[config.mk]
export PLATFORM = sky130hd
export DESIGN_NAME = fifo_fwft_sdp
export DESIGN_NICKNAME = d
export VERILOG_FILES = /design/src/rtl/fifo_sdp_ram2.sv /design/src/rtl/fifo_fwft_sdp.sv
export SDC_FILE = /design/constraint.sdc
export NUM_CORES = 2
export LEC_CHECK = 0
export CORE_MARGIN = 5
export CORE_UTILIZATION = 59
export DETAILED_ROUTE_END_ITERATION = 16
export GPL_TIMING_DRIVEN = 0
export MAX_ROUTING_LAYER = met4
export PLACE_DENSITY = 0.81
export SYNTH_ARGS = -nofsm -noshare
export SYNTH_HDL_FRONTEND = slang
export SYNTH_SLANG_ARGS = --single-unit
[constraint.sdc]
create_clock -name clk -period 6.6 [get_ports clk]
set_input_delay 0.66 -clock clk [delete_from_list [all_inputs] [get_ports clk]]
set_output_delay 0.66 -clock clk [all_outputs]
set_load 0.005 [all_outputs]
[src/rtl/fifo_sdp_ram2.sv]
// fifo_sdp_ram2: simple-dual-port RAM with a registered read address and a
// resettable, read-enabled output register (two-cycle read).
module fifo_sdp_ram2 #(
    parameter string MEM_STYLE  = "auto",
    parameter int    DATA_WIDTH = 64,
    parameter int    DEPTH      = 32,
    parameter int    ADDR_WIDTH = 6
) (
    input  logic                  clk,
    input  logic                  reset,
    input  logic                  we,
    input  logic [ADDR_WIDTH-1:0] waddr,
    input  logic [DATA_WIDTH-1:0] din,
    input  logic [ADDR_WIDTH-1:0] raddr,
    input  logic                  rden,
    output logic [DATA_WIDTH-1:0] dout
);
    (* ram_style = MEM_STYLE *) logic [DATA_WIDTH-1:0] mem [DEPTH];
    logic [ADDR_WIDTH-1:0] raddr_q;

    always_ff @(posedge clk) begin
        if (we) mem[waddr] <= din;
        raddr_q <= raddr;
    end

    always_ff @(posedge clk)
        if (reset) dout <= '0;
        else if (rden) dout <= mem[raddr_q];
endmodule

[src/rtl/fifo_fwft_sdp.sv]
// fifo_fwft_sdp: first-word-fall-through FIFO over a two-cycle SDP RAM, with a
// 4-entry register prefetch stage fed on credits so reads sustain 1 word/cycle.
module fifo_fwft_sdp #(
    parameter string MEM_STYLE    = "auto",
    parameter int    DATA_WIDTH   = 64,
    parameter int    DEPTH        = 32,
    parameter int    ADDR_WIDTH   = 6,
    parameter int    AFULL_LEVEL  = DEPTH - 2,
    parameter int    AEMPTY_LEVEL = 2
) (
    input  logic                  clk,
    input  logic                  reset,
    input  logic                  if_write,
    input  logic [DATA_WIDTH-1:0] if_din,
    output logic                  if_full_n,
    input  logic                  if_read,
    output logic [DATA_WIDTH-1:0] if_dout,
    output logic                  if_empty_n,
    output logic [ADDR_WIDTH:0]   if_num_data,
    output logic                  if_almost_full,
    output logic                  if_almost_empty
);
    localparam int STAGE_DEPTH = 4;
    localparam int CNT_W = ADDR_WIDTH + 1;
    localparam int SW = $clog2(STAGE_DEPTH);

    logic [CNT_W-1:0]      cnt, ram_cnt;
    logic [ADDR_WIDTH-1:0] wptr, rptr;
    logic                  wr, rd, iss, iss_q, land_q;
    logic [DATA_WIDTH-1:0] ram_dout;
    logic [DATA_WIDTH-1:0] stg [STAGE_DEPTH];
    logic [SW-1:0]         sh, st;
    logic [SW:0]           sc;

    function automatic logic [ADDR_WIDTH-1:0] nxt(input logic [ADDR_WIDTH-1:0] p);
        return p == ADDR_WIDTH'(DEPTH - 1) ? '0 : p + 1'b1;
    endfunction

    assign if_full_n       = !reset && cnt != CNT_W'(DEPTH);
    assign if_empty_n      = !reset && sc != '0;
    assign if_dout         = reset ? '0 : stg[sh];
    assign if_num_data     = reset ? '0 : cnt;
    assign if_almost_full  = !reset && cnt >= CNT_W'(AFULL_LEVEL);
    assign if_almost_empty = reset || cnt <= CNT_W'(AEMPTY_LEVEL);
    assign wr = if_write && if_full_n;
    assign rd = if_read && if_empty_n;
    // Reserve a staging slot for every read still inside the RAM pipeline.
    assign iss = ram_cnt != '0 &&
                 (sc + (SW+1)'(iss_q) + (SW+1)'(land_q)) < (SW+1)'(STAGE_DEPTH);

    always_ff @(posedge clk) begin
        if (reset) begin
            cnt     <= '0;
            ram_cnt <= '0;
            wptr    <= '0;
            rptr    <= '0;
            iss_q   <= 1'b0;
            land_q  <= 1'b0;
            sh      <= '0;
            st      <= '0;
            sc      <= '0;
        end else begin
            cnt     <= cnt + CNT_W'(wr) - CNT_W'(rd);
            ram_cnt <= ram_cnt + CNT_W'(wr) - CNT_W'(iss);
            if (wr) wptr <= nxt(wptr);
            if (iss) rptr <= nxt(rptr);
            iss_q  <= iss;
            land_q <= iss_q;
            if (land_q) st <= st + 1'b1;
            if (rd) sh <= sh + 1'b1;
            sc <= sc + (SW+1)'(land_q) - (SW+1)'(rd);
        end
    end

    always_ff @(posedge clk)
        if (reset) stg <= '{default: '0};
        else if (land_q) stg[st] <= ram_dout;

    fifo_sdp_ram2 #(
        .MEM_STYLE (MEM_STYLE),
        .DATA_WIDTH(DATA_WIDTH),
        .DEPTH     (DEPTH),
        .ADDR_WIDTH(ADDR_WIDTH)
    ) u_ram (
        .clk  (clk),
        .reset(reset),
        .we   (wr),
        .waddr(wptr),
        .din  (if_din),
        .raddr(rptr),
        .rden (iss_q),
        .dout (ram_dout)
    );
endmodule

Word-level counts from Yosys, hierarchy flattened

Memories as Yosys holds them, arrays and structs flattened. A register that Yosys moved wholly into a read port is not among the register bits.
Index checks and enable logic that the tools add are counted.

Bits in registers: 296
RAM bits: 2,048
Output and inout bits: 75
Word-level logic and storage cells: 61
Memories kept: 1

$add $sub $neg: 12
Magnitude comparators: 6
Equal/unequal tests: 3
Mux-type cells: 12
Bitwise logic cells: 2
Reduce and logical (&&, ||, !) cells: 11

Memories:

| name      | words | bits a word | read ports | clocked after memory_dff | wr ports | RTL line            | text |
|---|---|---|---|---|---|---|---|
| u_ram.mem | 32    | 64          | 1          | 1                        | 1        | fifo_sdp_ram2.sv:18 | `(* ram_style = MEM_STYLE *) logic [DATA_WIDTH-1:0] mem [DEPTH];` |

Operators by type and width:

| operator                                                                          | number |
|---|---|
| 256-bit bitwise mux                                                               | 1 |
| 64-bit two-way mux                                                                | 4 |
| 64-bit binary-select mux with 2-bit select                                        | 1 |
| 64-bit demux with 2-bit select                                                    | 1 |
| 7-bit by 1-bit adder with 7-bit output                                            | 2 |
| 7-bit by 1-bit subtractor with 7-bit output                                       | 2 |
| 6-bit by 1-bit adder with 6-bit output (second input constant)                    | 2 |
| 6-bit by 5-bit == test with 1-bit output (second input constant)                  | 2 |
| 6-bit two-way mux                                                                 | 2 |
| 3-bit by 1-bit adder with 3-bit output                                            | 3 |
| 7-bit by 5-bit >= comparator with 1-bit output (second input constant)            | 1 |
| 7-bit by 2-bit less-or-equal comparator with 1-bit output (second input constant) | 1 |
| 1-bit logical AND                                                                 | 7 |
| 7-bit two-way mux                                                                 | 1 |
| 7-bit by 6-bit inequality test with 1-bit output (second input constant)          | 1 |
| 7-bit nonzero test                                                                | 1 |
| 3-bit >= comparator (second input constant)                                       | 2 |
| 2-bit NOT with 3-bit output                                                       | 2 |
| 2-bit by 1-bit adder with 2-bit output (second input constant)                    | 2 |
| 3-bit by 1-bit < comparator with 1-bit output (second input constant)             | 1 |
| 3-bit < comparator (second input constant)                                        | 1 |
| 3-bit nonzero test                                                                | 1 |
| 3-bit by 1-bit subtractor with 3-bit output                                       | 1 |
| 1-bit two-way mux                                                                 | 2 |
| other kinds (2)                                                                   | 2 |

Logic depth before layout (Yosys ltp)

Depth after elaboration: 6
Depth in mapped cells: 16

Hierarchy

Synthesis repeated with hierarchy kept, for this count alone.

Cells, all modules: 5,452
Area, all modules: 94,182.8 µm²

Modules (own cells, without submodules):

| module        | instances | cells each | area each (µm²) | seq. area each (µm²) |
|---|---|---|---|---|
| fifo_sdp_ram2 | 1         | 3,926      | 81,181.6        | 62,880.3 |
| fifo_fwft_sdp | 1         | 1,526      | 13,001.2        | 5,825.6 |

Worst setup path after synthesis

OpenSTA, ideal clock, no wires.

Path type: input-to-reg
Start: in reset
End: mem u_ram.mem[23][0] (enable)
Library setup time: 0.565 ns
Data arrival time: 5.361 ns
Data required time: 6.035 ns
Slack: 0.674 ns
Stages on the path: 4
Cell sequence: inv_1 > o311a_1 > nand3_2 > nor3_1

Word-level cells in the longest chain between the ends: 5

RTL lines:

| item                                    | RTL line            | text |
|---|---|---|
| start: declaration                      | fifo_fwft_sdp.sv:12 | `input logic reset,` |
| 1-bit logical NOT                       | fifo_fwft_sdp.sv:39 | `assign if_full_n = !reset && cnt != CNT_W'(DEPTH);` |
| 1-bit logical AND                       | fifo_fwft_sdp.sv:39 |  |
| 1-bit logical AND                       | fifo_fwft_sdp.sv:45 | `assign wr = if_write && if_full_n;` |
| 1-bit two-way mux                       | fifo_sdp_ram2.sv:22 | `if (we) mem[waddr] <= din;` |
| 1-bit two-way mux (not written as such) | fifo_sdp_ram2.sv:22 |  |
| end: declaration                        | fifo_sdp_ram2.sv:18 |  |

No other way between the ends.

==> results.toml <==
[global_route]
grt.overflow.total = 0
antenna_found_initial = 15
first_global_vias = 54779
grt_pass1_wl_mm = 363
globalRouteTotalUtil_pct = 30.6
grt_max_degree = 33

[clock_tree]
number_of_levels_the_h_tree_was_split_into = 4
cts_max_path_buffers = 3
post_cts.repair.setup_buffers = 0
clk_latency_ns = 0.89
clock-root-buffer = "sky130_fd_sc_hd__clkbuf_16"
ctsResizeCount = 0
cts.sinks = 2408
path_clk_slew_ns = 0.07
numCtsBuffers = 219
cts_tree = "done"
postCtsHoldBufs = 0

[floorplanning]
floorplan.io_pins = 143
die_h_um = 407
coreArea_mm2 = 0.157
dieWidth_um = 407
effective_utilization_at_floorplan_pct = 59.5
fp.dieArea_mm2 = 0.166
num_rows = 145

[cells_and_area]
nFillCells = 9462
layout.cells.most_common_list = "2048 x sky130_fd_sc_hd__edfxtp_1, 537 x sky130_fd_sc_hd__nand2_1, 514 x sky130_fd_sc_hd__mux2i_1, 384 x sky130_fd_sc_hd__o22ai_1, 360 x sky130_fd_sc_hd__dfxtp_1"
post-route-cell-area_mm2 = 0.106
most_common_cell_after_layout_fill_and_taps_aside = "sky130_fd_sc_hd__edfxtp_1"
post_route_cells_drive_above_1_share_pct = 15.3
finalNetCount = 6012
area_delta_synth_final_pct = 13.9

[worst_setup_path]
ff2ff_path_depth = 5
cp.buffers_inverters = 2
timing.critical_path.required_ns = 7.33
setup.worst_path.start_class = "register"
critPathSlowestCell = "sky130_fd_sc_hd__clkbuf_1"
path_depth = 5
worstPathCellList = "clkbuf_1 -> nand2_1 -> clkbuf_1 -> nor3_1 -> o31ai_1"
crit_path_end_kind = "register"
timing.critical_path.max_delay_family = "simple AND/OR/NAND/NOR gates"
critical_path.max_fanout = 10
most_numerous_cell_on_the_critical_path = "sky130_fd_sc_hd__clkbuf_1"
setup.worst_path.class = "reg -> reg"
max_stage_delay_ns = 1.02
crit_arrival_ns = 4.94

[logic_synthesis]
yosysWarningCount = 0
postSynthNetCount = 5574
dominantRegCellSynth = "sky130_fd_sc_hd__edfxtp_1"
synth_sequential_area_ratio_pct = 73.8
synth.ff_latch_count = 2408
asyncSetResetFlopFracSynth_pct = 0
synth_area_per_cell_um2 = 17.0
synth_cells = 5467
synth_area_mm2 = 0.0931
synth_edf_count = 2048
number_of_distinct_library_cells_after_synthesis = 51

[run]
maxCapViolations = 0

[routing]
drtAntennaViolNets = 0
drt-pass1-iter-count = 6
detail_route.drc_violations = 0
dr_total_vias = 54351
totalWireLength_mm = 250
vias_per_std_cell = 6.64
post_drt_wl_per_cell_um = 30.6
first_iter_violations = 7523

[sta]
timing_max_transition_violations_final = 0
timing_worst_slew_pin_value_ns = 1.46
max_fclk_mhz = 237
timing.final.hold_violations = 0
final.setup.worst_slack_ns = 2.38
timing.max_slew.rel_slack_pct = 2.52
period_minus_slack_ns = 4.22
finalCritPeriodShare_pct = 63.9
rsz0062_at_grt = "no"
timing.clock.skew_ns = 0.0577
final-setup-viol-count = 0

[placement]
place.detailed.hpwl_mm = 158
io_buffers = 142
place_ws_ns = 2.49
place_congestion = 0.877
dpl-instance-area_mm2 = 0.0988

[worst_hold_path]
whs_path_depth = 0
hp-class = "reg -> reg"

[outcome]
outcome = "complete, no violations"

[power_and_ir_drop]
finalPower_mw = 38.5
worst_case_vdd_ir_drop_uv = 377
leakage_nw = 33.3
powerDensity_mw_per_mm2 = 363
-- state kept, by name, summed over array words and instances, names as in the netlist, 3 cells and up --
signal         cells
u_ram.dout        64
u_ram.raddr_q      5
u_ram.mem       2048
stg              256
sc                 3
ram_cnt            7
rptr               6
wptr               6
cnt                7
-- final cells by class --
class | instances | area, µm² | area share (%)
Clock inverter | 117 | 1170 | 1.10
Buffer | 352 | 2040 | 1.92
Multi-Input combinational cell | 2674 | 22500 | 21.2
Sequential cell | 2408 | 68700 | 64.8
Timing Repair Buffer | 217 | 2820 | 2.65
Antenna cell | 25 | 62.6 | 0.0590
Inverter | 33 | 124 | 0.117
Clock buffer | 297 | 6030 | 5.69
Tap cell | 2058 | 2570 | 2.43
-- synthesized netlist by cell type (all sizes together) (5+ instances only) --
cell	n	area share (%)
inv	33	0.13
and2	68	0.46
xor2	5	0.047
nor3	137	0.74
a31oi	5	0.034
edfxtp	2048	66
nand4	6	0.040
xnor2	10	0.094
ha	36	0.48
buf	167	1.4
mux2i	514	5.5
nand3	9	0.054
or2	5	0.034
clkbuf	185	0.76
o22ai	384	2.6
o31ai	65	0.70
nand2	538	2.2
dfxtp	360	7.7
o21ai	135	0.73
a21oi	271	1.5
mux4	320	7.7
or3	71	0.48
nand2b	6	0.040
nor2	57	0.23
nor2b	5	0.034
-- path summary, 6_finish.rpt --
check                            start  slack [ns]                         end
setup reg to reg      iss_q$_SDFF_PP0_        2.38  u_ram.dout[3]$_SDFFE_PP0P_
setup / recovery      iss_q$_SDFF_PP0_        2.38  u_ram.dout[3]$_SDFFE_PP0P_
hold reg to reg   rptr[4]$_SDFFE_PP0P_        0.42    u_ram.raddr_q[4]$_DFF_P_
hold / removal    rptr[4]$_SDFFE_PP0P_        0.42    u_ram.raddr_q[4]$_DFF_P_
-- per-stage QoR --
step           hold WS, ns  util [%]  std cells   TNS, ns
5_1_grt              0.420      67.7       8175         0
3_5_place_dp         0.381      63.1       7742         0
2_1_floorplan        0.365         -       5467         0
4_1_cts              0.405      67.7       8156         0
3_3_place_gp         0.375      62.0       7667  -3129.42
6_report             0.422      67.7       8181         0
-- power breakdown --
group,internal (mW),leakage (nW),total (mW),switching [mW]
Clock,7.07,3.51,12.7,5.65
Sequential,16.8,21.3,17.4,0.615
Combinational,3.46,8.46,8.34,4.88
Total,27.4,33.3,38.5,11.1
-- cell families after synthesis --
kind of cell	after synthesis	share of synthesized area [%]
compound gates	872	5.60
simple gates	914	4.37
flops	2408	73.8
fa+ha+maj	39	0.548
mux	834	13.3
xor+xnor	15	0.141
buf+inv	385	2.32
-- metal layers --
metal	vias to the layer above	GRT usage (%)	wire length, µm
met4	0	14.9	13700
met5	-	-	0
met3	760	9.33	31800
li1	22455	-	-
met1	27295	38.0	86600
met2	3841	46.6	118000
-- worst register-to-register path, cell delays in order, from the launching register on --
cell                       delay [ns]
sky130_fd_sc_hd__dfxtp_1         0.81
sky130_fd_sc_hd__clkbuf_1        1.02
sky130_fd_sc_hd__nand2_1         0.87
sky130_fd_sc_hd__clkbuf_1        0.50
sky130_fd_sc_hd__nor3_1          0.70
sky130_fd_sc_hd__o31ai_1         0.16
No activity file was read; power rests on OpenSTA's default activity.
